File: src/rtl/cube_arb_pkg.sv
// Shared types and default widths for the cube arbiter slice.
// Used by cube_arbiter (top) and cube_rr_pick (round-robin picker).
package cube_arb_pkg;

    localparam int CUBE_A_W = 8;
    localparam int CUBE_Y_W = 3 * CUBE_A_W;

    typedef enum logic [2:0] {
        ST_IDLE,
        ST_ISSUE,
        ST_WAIT_BUSY,
        ST_WAIT_DONE,
        ST_RESP
    } arb_state_t;

endpackage

File: src/rtl/cube_rr_pick.sv
// Combinational round-robin picker: first set request bit at or after ptr,
// wrapping past NREQ-1 back to 0.
module cube_rr_pick
    import cube_arb_pkg::*;
#(
    parameter int NREQ  = 4,
    parameter int IDX_W = 2
) (
    input  logic [NREQ-1:0]  req,
    input  logic [IDX_W-1:0] ptr,
    output logic [IDX_W-1:0] idx,
    output logic             valid
);

    // One extra bit so ptr + i cannot overflow before the modulo fold.
    logic [IDX_W:0]   sum;
    logic [IDX_W-1:0] cand;

    // NOTE: every combinational output gets a default first, otherwise paths
    // that skip an assignment infer a latch.
    always_comb begin
        idx   = '0;
        valid = 1'b0;
        sum   = '0;
        cand  = '0;
        for (int i = 0; i < NREQ; i++) begin
            sum = {1'b0, ptr} + (IDX_W + 1)'(i);
            if (sum >= (IDX_W + 1)'(NREQ)) begin
                sum = sum - (IDX_W + 1)'(NREQ);
            end
            cand = sum[IDX_W-1:0];
            if (!valid && req[cand]) begin
                valid = 1'b1;
                idx   = cand;
            end
        end
    end

endmodule

File: src/rtl/cube_arbiter.sv
// Round-robin arbiter sharing one multi-cycle cube unit between NREQ requesters.
// Optional watchdog on the wait states is enabled by defining CUBE_ARB_TIMEOUT_EN.
module cube_arbiter
    import cube_arb_pkg::*;
#(
    parameter int NREQ    = 4,
    parameter int A_W     = CUBE_A_W,
    parameter int Y_W     = 3 * A_W,
    parameter int TIMEOUT = 64
) (
    input  logic                clk_i,
    input  logic                rst_i,
    input  logic [NREQ-1:0]     req_i,
    input  logic [NREQ*A_W-1:0] a_bi,
    output logic [NREQ-1:0]     done_o,
    output logic [Y_W-1:0]      y_bo,
    output logic                busy_o,
    output logic                timeout_o,
    output logic                cube_start_o,
    output logic [A_W-1:0]      cube_a_bo,
    input  logic                cube_busy_i,
    input  logic [Y_W-1:0]      cube_y_bi
);

    localparam int IDX_W = $clog2(NREQ);

    if (NREQ < 2 || NREQ > 8 || Y_W != 3 * A_W || TIMEOUT < 1) begin : g_bad_params
        $error("cube_arbiter: unsupported parameter combination");
    end

    arb_state_t       state_q;
    arb_state_t       state_d;
    logic [IDX_W-1:0] ptr_q;
    logic [IDX_W-1:0] idx_q;
    logic [IDX_W-1:0] pick_idx;
    logic             pick_valid;
    logic             grant;
    logic             finish;
    logic             wd_expired;

    cube_rr_pick #(
        .NREQ  (NREQ),
        .IDX_W (IDX_W)
    ) u_pick (
        .req   (req_i),
        .ptr   (ptr_q),
        .idx   (pick_idx),
        .valid (pick_valid)
    );

    always_comb begin
        state_d = state_q;
        grant   = 1'b0;
        finish  = 1'b0;
        case (state_q)
            ST_IDLE: begin
                if (pick_valid) begin
                    grant   = 1'b1;
                    state_d = ST_ISSUE;
                end
            end
            ST_ISSUE:     state_d = ST_WAIT_BUSY;
            ST_WAIT_BUSY: if (cube_busy_i) state_d = ST_WAIT_DONE;
            ST_WAIT_DONE: begin
                if (!cube_busy_i) begin
                    finish  = 1'b1;
                    state_d = ST_RESP;
                end
            end
            ST_RESP:      state_d = ST_IDLE;
            default:      state_d = ST_IDLE;
        endcase
        // A watchdog expiry abandons the job: no result, straight back to IDLE.
        if (wd_expired) begin
            finish  = 1'b0;
            state_d = ST_IDLE;
        end
    end

    // NOTE: sequential state uses non-blocking assignments only, so every
    // flop samples the pre-edge values regardless of statement order.
    always_ff @(posedge clk_i) begin
        if (rst_i) begin
            state_q <= ST_IDLE;
        end else begin
            state_q <= state_d;
        end
    end

    always_ff @(posedge clk_i) begin
        if (rst_i) begin
            ptr_q        <= '0;
            idx_q        <= '0;
            cube_a_bo    <= '0;
            cube_start_o <= 1'b0;
            done_o       <= '0;
            y_bo         <= '0;
        end else begin
            cube_start_o <= grant;
            done_o       <= '0;
            if (grant) begin
                idx_q     <= pick_idx;
                cube_a_bo <= a_bi[pick_idx*A_W +: A_W];
            end
            if (finish) begin
                done_o <= NREQ'(1) << idx_q;
                y_bo   <= cube_y_bi;
            end
            if (state_q == ST_RESP || wd_expired) begin
                ptr_q <= (idx_q == IDX_W'(NREQ - 1)) ? '0 : idx_q + 1'b1;
            end
        end
    end

    assign busy_o = (state_q != ST_IDLE);

`ifdef CUBE_ARB_TIMEOUT_EN
    localparam int CNT_W = $clog2(TIMEOUT + 1);

    logic [CNT_W-1:0] wd_cnt_q;

    assign wd_expired = (state_q == ST_WAIT_BUSY || state_q == ST_WAIT_DONE) &&
                        (wd_cnt_q == CNT_W'(TIMEOUT - 1));

    // Counter restarts on every state change, so WAIT_DONE gets its own budget.
    always_ff @(posedge clk_i) begin
        if (rst_i) begin
            wd_cnt_q  <= '0;
            timeout_o <= 1'b0;
        end else begin
            timeout_o <= wd_expired;
            if (state_d != state_q) begin
                wd_cnt_q <= '0;
            end else if (state_q == ST_WAIT_BUSY || state_q == ST_WAIT_DONE) begin
                wd_cnt_q <= wd_cnt_q + 1'b1;
            end
        end
    end
`else
    assign wd_expired = 1'b0;
    assign timeout_o  = 1'b0;
`endif

endmodule
File: config.mk
export PLATFORM = sky130hd
export DESIGN_NAME = cube_arbiter
export DESIGN_NICKNAME = d
export VERILOG_FILES = /design/src/rtl/cube_arb_pkg.sv /design/src/rtl/cube_rr_pick.sv /design/src/rtl/cube_arbiter.sv
export SDC_FILE = /design/constraint.sdc
export NUM_CORES = 1
export LEC_CHECK = 0
export BUFFER_PORTS_ARGS = -buffer_cell sky130_fd_sc_hd__buf_4
export CAP_MARGIN = 20
export CORE_ASPECT_RATIO = 0.8
export CORE_UTILIZATION = 40
export DETAILED_ROUTE_END_ITERATION = 16
export PLACE_DENSITY = 0.76
export SKIP_LAST_GASP = 1
export SYNTH_ARGS = -nofsm -noshare
export SYNTH_HDL_FRONTEND = slang
export SYNTH_SLANG_ARGS = --single-unit
File: constraint.sdc
create_clock -name clk_i -period 1.68 [get_ports clk_i]
set_input_delay 0 -clock clk_i [delete_from_list [all_inputs] [get_ports clk_i]]
set_output_delay 0 -clock clk_i [all_outputs]
set_load 0.01 [all_outputs]
# Yosys cells after proc, flatten, opt, wreduce, memory -nomap -nowiden
# Index checks and enable logic that the tools add are counted.
[totals]
regBits = 44
ramBits = 0
elab_cells = 73
rom_bits = 0
in_bits = 63
memories = 0
out_inout_bits = 39
latchBits = 0
[op_classes]
magnitude_cmp = 8
n_bitwise = 1
n_addsub = 8
n_shift = 2
multipliers = 0
muxes = 29
reduce_logical = 10
n_div = 0
n_eq_ne = 8
[op_table]
columns = ["operator", "count"]
rows = [
  ["32-bit by 6-bit indexed part select with 8-bit output", 1],
  ["2-bit two-way mux", 9],
  ["2-bit by 3-bit less-than comparator with 1-bit output, second input constant", 4],
  ["1-bit two-way mux", 12],
  ["3-bit case mux with 4 select lines", 1],
  ["3-bit >= comparator, second input constant", 3],
  ["3-bit two-way mux", 3],
  ["1-bit binary-select mux with 2-bit select", 4],
  ["2-bit by 1-bit subtractor with 2-bit output, second input constant", 4],
  ["2-bit by 2-bit adder with 3-bit output, second input constant", 2],
  ["3-bit by 2-bit equality test with 1-bit output, second input constant", 2],
  ["2-bit != test, second input constant", 3],
  ["1-bit by 2-bit left shift with 4-bit output, first input constant", 1],
  ["2-bit by 1-bit adder with 3-bit output, second input constant", 1],
  ["3-bit by 1-bit equality test with 1-bit output, second input constant", 1],
  ["3-bit equality test, second input constant", 1],
  ["2-bit by 3-bit >= comparator with 1-bit output, second input constant", 1],
  ["1-bit logical AND", 3],
  ["1-bit zero test", 3],
  ["3-bit zero test", 1],
  ["3-bit AND reduction", 1],
  ["3-bit nonzero test", 1],
  ["2-bit by 1-bit adder with 2-bit output, second input constant", 1],
  ["2-bit equality test, second input constant", 1],
  ["2 further kinds", 2],
]

# Logic depth before layout (Yosys ltp)
[depth]
word_depth = 16
ltp_mapped = 7
depth_no_buf = 5

# Hierarchy
# Synthesis repeated with hierarchy kept, for this count alone.
[hier_totals]
cells_unflattened = 212
area_unflattened_um2 = 1896.8
[by_module_without_submodules]
columns = ["module", "n_inst", "cells_per_inst", "seq_area_each_um2", "area_per_inst_um2"]
rows = [
  ["cube_arbiter", 1, 197, 880.8, 1819.2],
  ["cube_rr_pick", 1, 15, 0.0, 77.6],
]

# Least setup slack after synthesis
# Ideal clock, no wire load.
[synth_path]
kind = "register to register"
startpoint = "register state_q[2]"
endpoint = "register cube_a_bo[5]"
slack_ns = 0.053
t_required_ns = 1.601
arrival_ns = 1.548
synth_period_minus_slack_ns = 1.627
setup_time_ns = 0.079
n_path_buf = 1
path_stages_with_launch = 6
cell_sequence = "dfxtp_1 > or3_4 > or2_4 > buf_6 > a2111o_1 > o211ai_1"
[synth_via]
elab_chain_cells = 2
[synth_rtl]
columns = ["element", "line_no", "source"]
rows = [
  ["start: declaration", "cube_arbiter.sv:31", "arb_state_t state_q;"],
  ["start signal: assignment", "cube_arbiter.sv:86", "state_q <= state_d;"],
  ["3-bit zero test", "cube_arbiter.sv:55", "case (state_q)"],
  ["1-bit two-way mux", "cube_arbiter.sv:55", ""],
  ["end signal: assignment", "cube_arbiter.sv:103", "cube_a_bo <= a_bi[pick_idx*A_W +: A_W];"],
  ["end: declaration", "cube_arbiter.sv:20", "output logic [A_W-1:0] cube_a_bo,"],
]
# Every way passes these cells.
# A chain may end at the register's enable or synchronous reset.

# Worst setup path in the final report
[layout_path]
startpoint = "register state_q[1]"
endpoint = "register cube_a_bo[4]"
# Same word-level chain as after synthesis.

==> run summary <==
Wires add up to 5700 microns. In the final design database the tool counted 409 nets. The number of antenna diodes in the final layout is 0.

Based on the critical path, the design can be clocked at up to 619 MHz. The initialized floorplan defines 21 standard-cell rows. Worst setup skew after layout: 0.00674 ns.

The share of final-layout standard cells stronger than drive strength 1 works out to 0.358. The clock passes through at most 2 buffers. Detailed placement ended at an HPWL of 3680 microns. The via count of the first global-routing pass was 2,040; the number of instances in the synthesized netlist was 220. The first-pass detailed-route iteration total is 5, and the tightest hold margin is 0.00107 ns.

The area of the die came out at 0.00494 sq mm. After detailed routing, the average wire length per cell comes to 14.2 microns. Portion of total power attributed to combinational logic: 0.222. The effective utilization at floorplan is 0.430. The run finished with clean final reports.

The count of nets left with antenna violations once routing finished came out at 0. In the routed design, unresolved DRC markers number 0. In this run the static leakage power is 1.31 nW. The distinct cell type count of the synthesized netlist is 34, and the clock buffer count from CTS is 5. The first global-routing pass estimated 9600 microns of wire. The relative area change from synthesis to final layout works out to 63.0%.

In this run the power density over the cells is 776 mW/mm^2. The async set or reset register ratio after synthesis came out at 0. The tools report the H-tree level count as 2. The worst hold path belongs to the class in -> reg. The tools report the part of the power in the clock network as 0.297. The fraction of the cycle the final worst path needs is 0.961. TritonCTS built the clock tree. The later pin in the worst-skew pair is clocked with a latency of 0.30 ns. Using the TritonRoute via totals, the vias-per-cell ratio works out to 5.11. The worst setup path is launched from a flop.

STA puts the critical path data arrival time at 1.83 ns. The run gives 102 as the I/O pin count. The critical setup path kind was reg -> reg.

The synthesized design contains 44 register bits. Leading register cell type out of synthesis: sky130_fd_sc_hd__dfxtp_1. Detailed routing inserted a total of 2,059 vias.

At the worst endpoint, the required time is 1.89 ns. The number of antenna violations at the first check in global routing was 0; the final count of negative-setup-slack endpoints was 0. For the sequential-to-total area share from yosys stat, the log shows 0.472. Setup repair after global routing could not meet its margin everywhere. Switching power share of the total: 0.269. The number of buffer cells added on primary ports was 100; the final number of max-transition violations was 0. The total chip power was 2.36 mW; the peak fanout along the critical path was 8. The proportion of power drawn by flip-flops and latches is 0.481, and the number of hold-slack violations in the final timing report is 0. The overall track demand over capacity in global routing was 0.250.

The number of max-cap violations was 0. After clock tree synthesis, the clock-pin slew on the worst setup and hold paths is 0.09 ns. The width of the chip came out at 78.4 microns. The number of nets in the synthesized netlist is 284. Number of warnings reported in the yosys synthesis log: 0. The synthesized area per cell works out to 8.48 sq um. For this run the aggregate overflow at the end of global routing stands at 0.

The analysis attributes to net switching a power of 0.635 mW. The run gives 0.774 as the placer congestion estimate. The count of clock tree sinks was 44. The internal power component is 1.73 mW. The root cell of the clock tree was sky130_fd_sc_hd__clkbuf_8.

The first routing iteration left 135 violations. The smallest clock period supported by the final layout is computed as 1.61 ns. The run gives 0.00434 sq mm as the area of the placeable core. Entering global routing, the biggest net connects 44 pins. The run gives 0.621 mV as the worst-case vdd ir drop. The height of the die is 63.1 microns, and the number of synthesized flops with an enable pin is 0. STA classifies the critical path endpoint as a flop.

For the post-synthesis cell area, the log shows 0.00187 sq mm.
==> layout by cell type, fill, tap and decap left out <==
cell type,n
sky130_fd_sc_hd__nand2_2,1
sky130_fd_sc_hd__and3_1,2
sky130_fd_sc_hd__or2_2,1
sky130_fd_sc_hd__o31ai_1,3
sky130_fd_sc_hd__nand2b_1,3
sky130_fd_sc_hd__nor2_1,6
sky130_fd_sc_hd__ha_1,1
sky130_fd_sc_hd__or3_1,1
sky130_fd_sc_hd__nand3_1,2
sky130_fd_sc_hd__a21o_1,1
sky130_fd_sc_hd__buf_12,1
sky130_fd_sc_hd__o211ai_1,3
sky130_fd_sc_hd__nand2b_4,1
sky130_fd_sc_hd__nor3_2,2
sky130_fd_sc_hd__a2111o_1,3
sky130_fd_sc_hd__or3_4,1
sky130_fd_sc_hd__dlygate4sd3_1,24
sky130_fd_sc_hd__nor4_1,3
sky130_fd_sc_hd__buf_4,106
sky130_fd_sc_hd__dfxtp_2,1
sky130_fd_sc_hd__nor4b_1,1
sky130_fd_sc_hd__clkbuf_8,6
sky130_fd_sc_hd__a21oi_1,32
sky130_fd_sc_hd__nor3_1,3
sky130_fd_sc_hd__o2bb2a_1,1
sky130_fd_sc_hd__clkinv_2,2
sky130_fd_sc_hd__mux2i_1,14
sky130_fd_sc_hd__nor2b_1,1
sky130_fd_sc_hd__or2_4,1
sky130_fd_sc_hd__nand2_1,58
sky130_fd_sc_hd__nor2_4,1
sky130_fd_sc_hd__nand4_1,3
sky130_fd_sc_hd__o21ai_0,1
sky130_fd_sc_hd__o221ai_1,5
sky130_fd_sc_hd__inv_1,2
sky130_fd_sc_hd__nand3b_1,5
sky130_fd_sc_hd__conb_1,1
sky130_fd_sc_hd__dfxtp_1,43
==> worst max-delay path, cell delays in order, from the launching register on <==
cell and delay, ns:
sky130_fd_sc_hd__dfxtp_1 0.35, sky130_fd_sc_hd__or3_4 0.38, sky130_fd_sc_hd__or2_4 0.29, sky130_fd_sc_hd__nor2_4 0.18
sky130_fd_sc_hd__nand2_2 0.11, sky130_fd_sc_hd__o221ai_1 0.21
==> state kept, by name (all words and copies together) (netlist names) <==
| signal | count |
|---|---|
| cube_a_bo | 8 |
| cube_start_o | 1 |
| done_o | 4 |
| idx_q | 2 |
| ptr_q | 2 |
| state_q | 3 |
| y_bo | 24 |
==> routing by layer <==
layer,part of all wire,up-vias,global-route usage
met5,0,-,0
met4,0.029,0,0.123
met1,0.43,943,0.298
met2,0.49,78,0.431
met3,0.049,15,0.0464
li1,-,1023,-
==> power by group through the flow <==
stage	logic [mW]	clock network, mW	registers (mW)
2_1_floorplan	0.202	0	1.18
3_5_place_dp	0.453	0	1.16
3_3_place_gp	0.446	0	1.16
5_1_grt	0.569	0.743	1.15
6_report	0.523	0.702	1.14
4_1_cts	0.503	0.704	1.14
==> path summary, 6_finish.rpt <==
kind | startpoint | to | slack [ns] | depth (start not counted)
setup reg to reg | state_q[1]$_SDFFE_PP0P_ | cube_a_bo[4]$_SDFFE_PP0P_ | 0.07 | 5
hold / removal | a_bi[22] | cube_a_bo[6]$_SDFFE_PP0P_ | 0.001 | 3
setup / recovery | state_q[1]$_SDFFE_PP0P_ | cube_a_bo[4]$_SDFFE_PP0P_ | 0.07 | 5
hold reg to reg | y_bo[1]$_SDFFE_PP0N_ | y_bo[1]$_SDFFE_PP0N_ | 0.46 | 2
==> cells in the mapped netlist (all sizes together), types with 4 or more instances <==
cell / n / area [sq um]
nand3b: 5 / 37.5
nand2: 59 / 221
dfxtp: 44 / 881
nor3: 5 / 30.0
a21oi: 32 / 160
o221ai: 5 / 43.8
nand2b: 4 / 25.0
nor2: 7 / 28.8
buf: 4 / 31.3
mux2i: 14 / 140
clkbuf: 9 / 33.8
==> final cells by class <==
type	count	area, sq um
Multi-Input combinational cell	161	932
Fill cell	365	1290
Clock inverter	2	10.0
Clock buffer	6	82.6
Inverter	2	7.51
Tap cell	57	71.3
Timing Repair Buffer	131	1060
Sequential cell	44	882
==> through the flow <==
step / TNS (ns) / area, sq um / instances / worst slack, ns / utilization
after CTS: 0 / 3020 / 401 / 0.0302 / 0.696
after detailed placement: 0 / 2680 / 369 / 0.00684 / 0.618
final: 0 / 3040 / 403 / 0.0656 / 0.702
after global routing: -0.0303 / 3040 / 403 / -0.0142 / 0.702
after global placement: 0 / 2680 / 369 / 0.106 / 0.618
after floorplan: 0 / 1870 / 220 / 0.0528 / -
==> cells by family (layout without fill, tap and decap cells) <==
logic type               count (synthesis)  count (layout)  synth area share
AND/OR/NAND/NOR                         96              96             0.241
AO/OA/AOI/OAI                           49              49             0.164
flip-flops                              44              44             0.472
buffers and inverters                   15             141            0.0389
multiplexers                            14              14            0.0751
adder cells (fa/ha/maj)                  1               1           0.00671
other                                    1               1           0.00201
==> repair_timing <==
action,4_1_cts,5_1_grt
buffers inserted,0,2
hold buffers,24,0
resized for setup,2,2
pin swaps,0,2
endpoints found under the hold margin,24,0
setup endpoints to repair,1,8
Power figures use the tool's default switching activity.
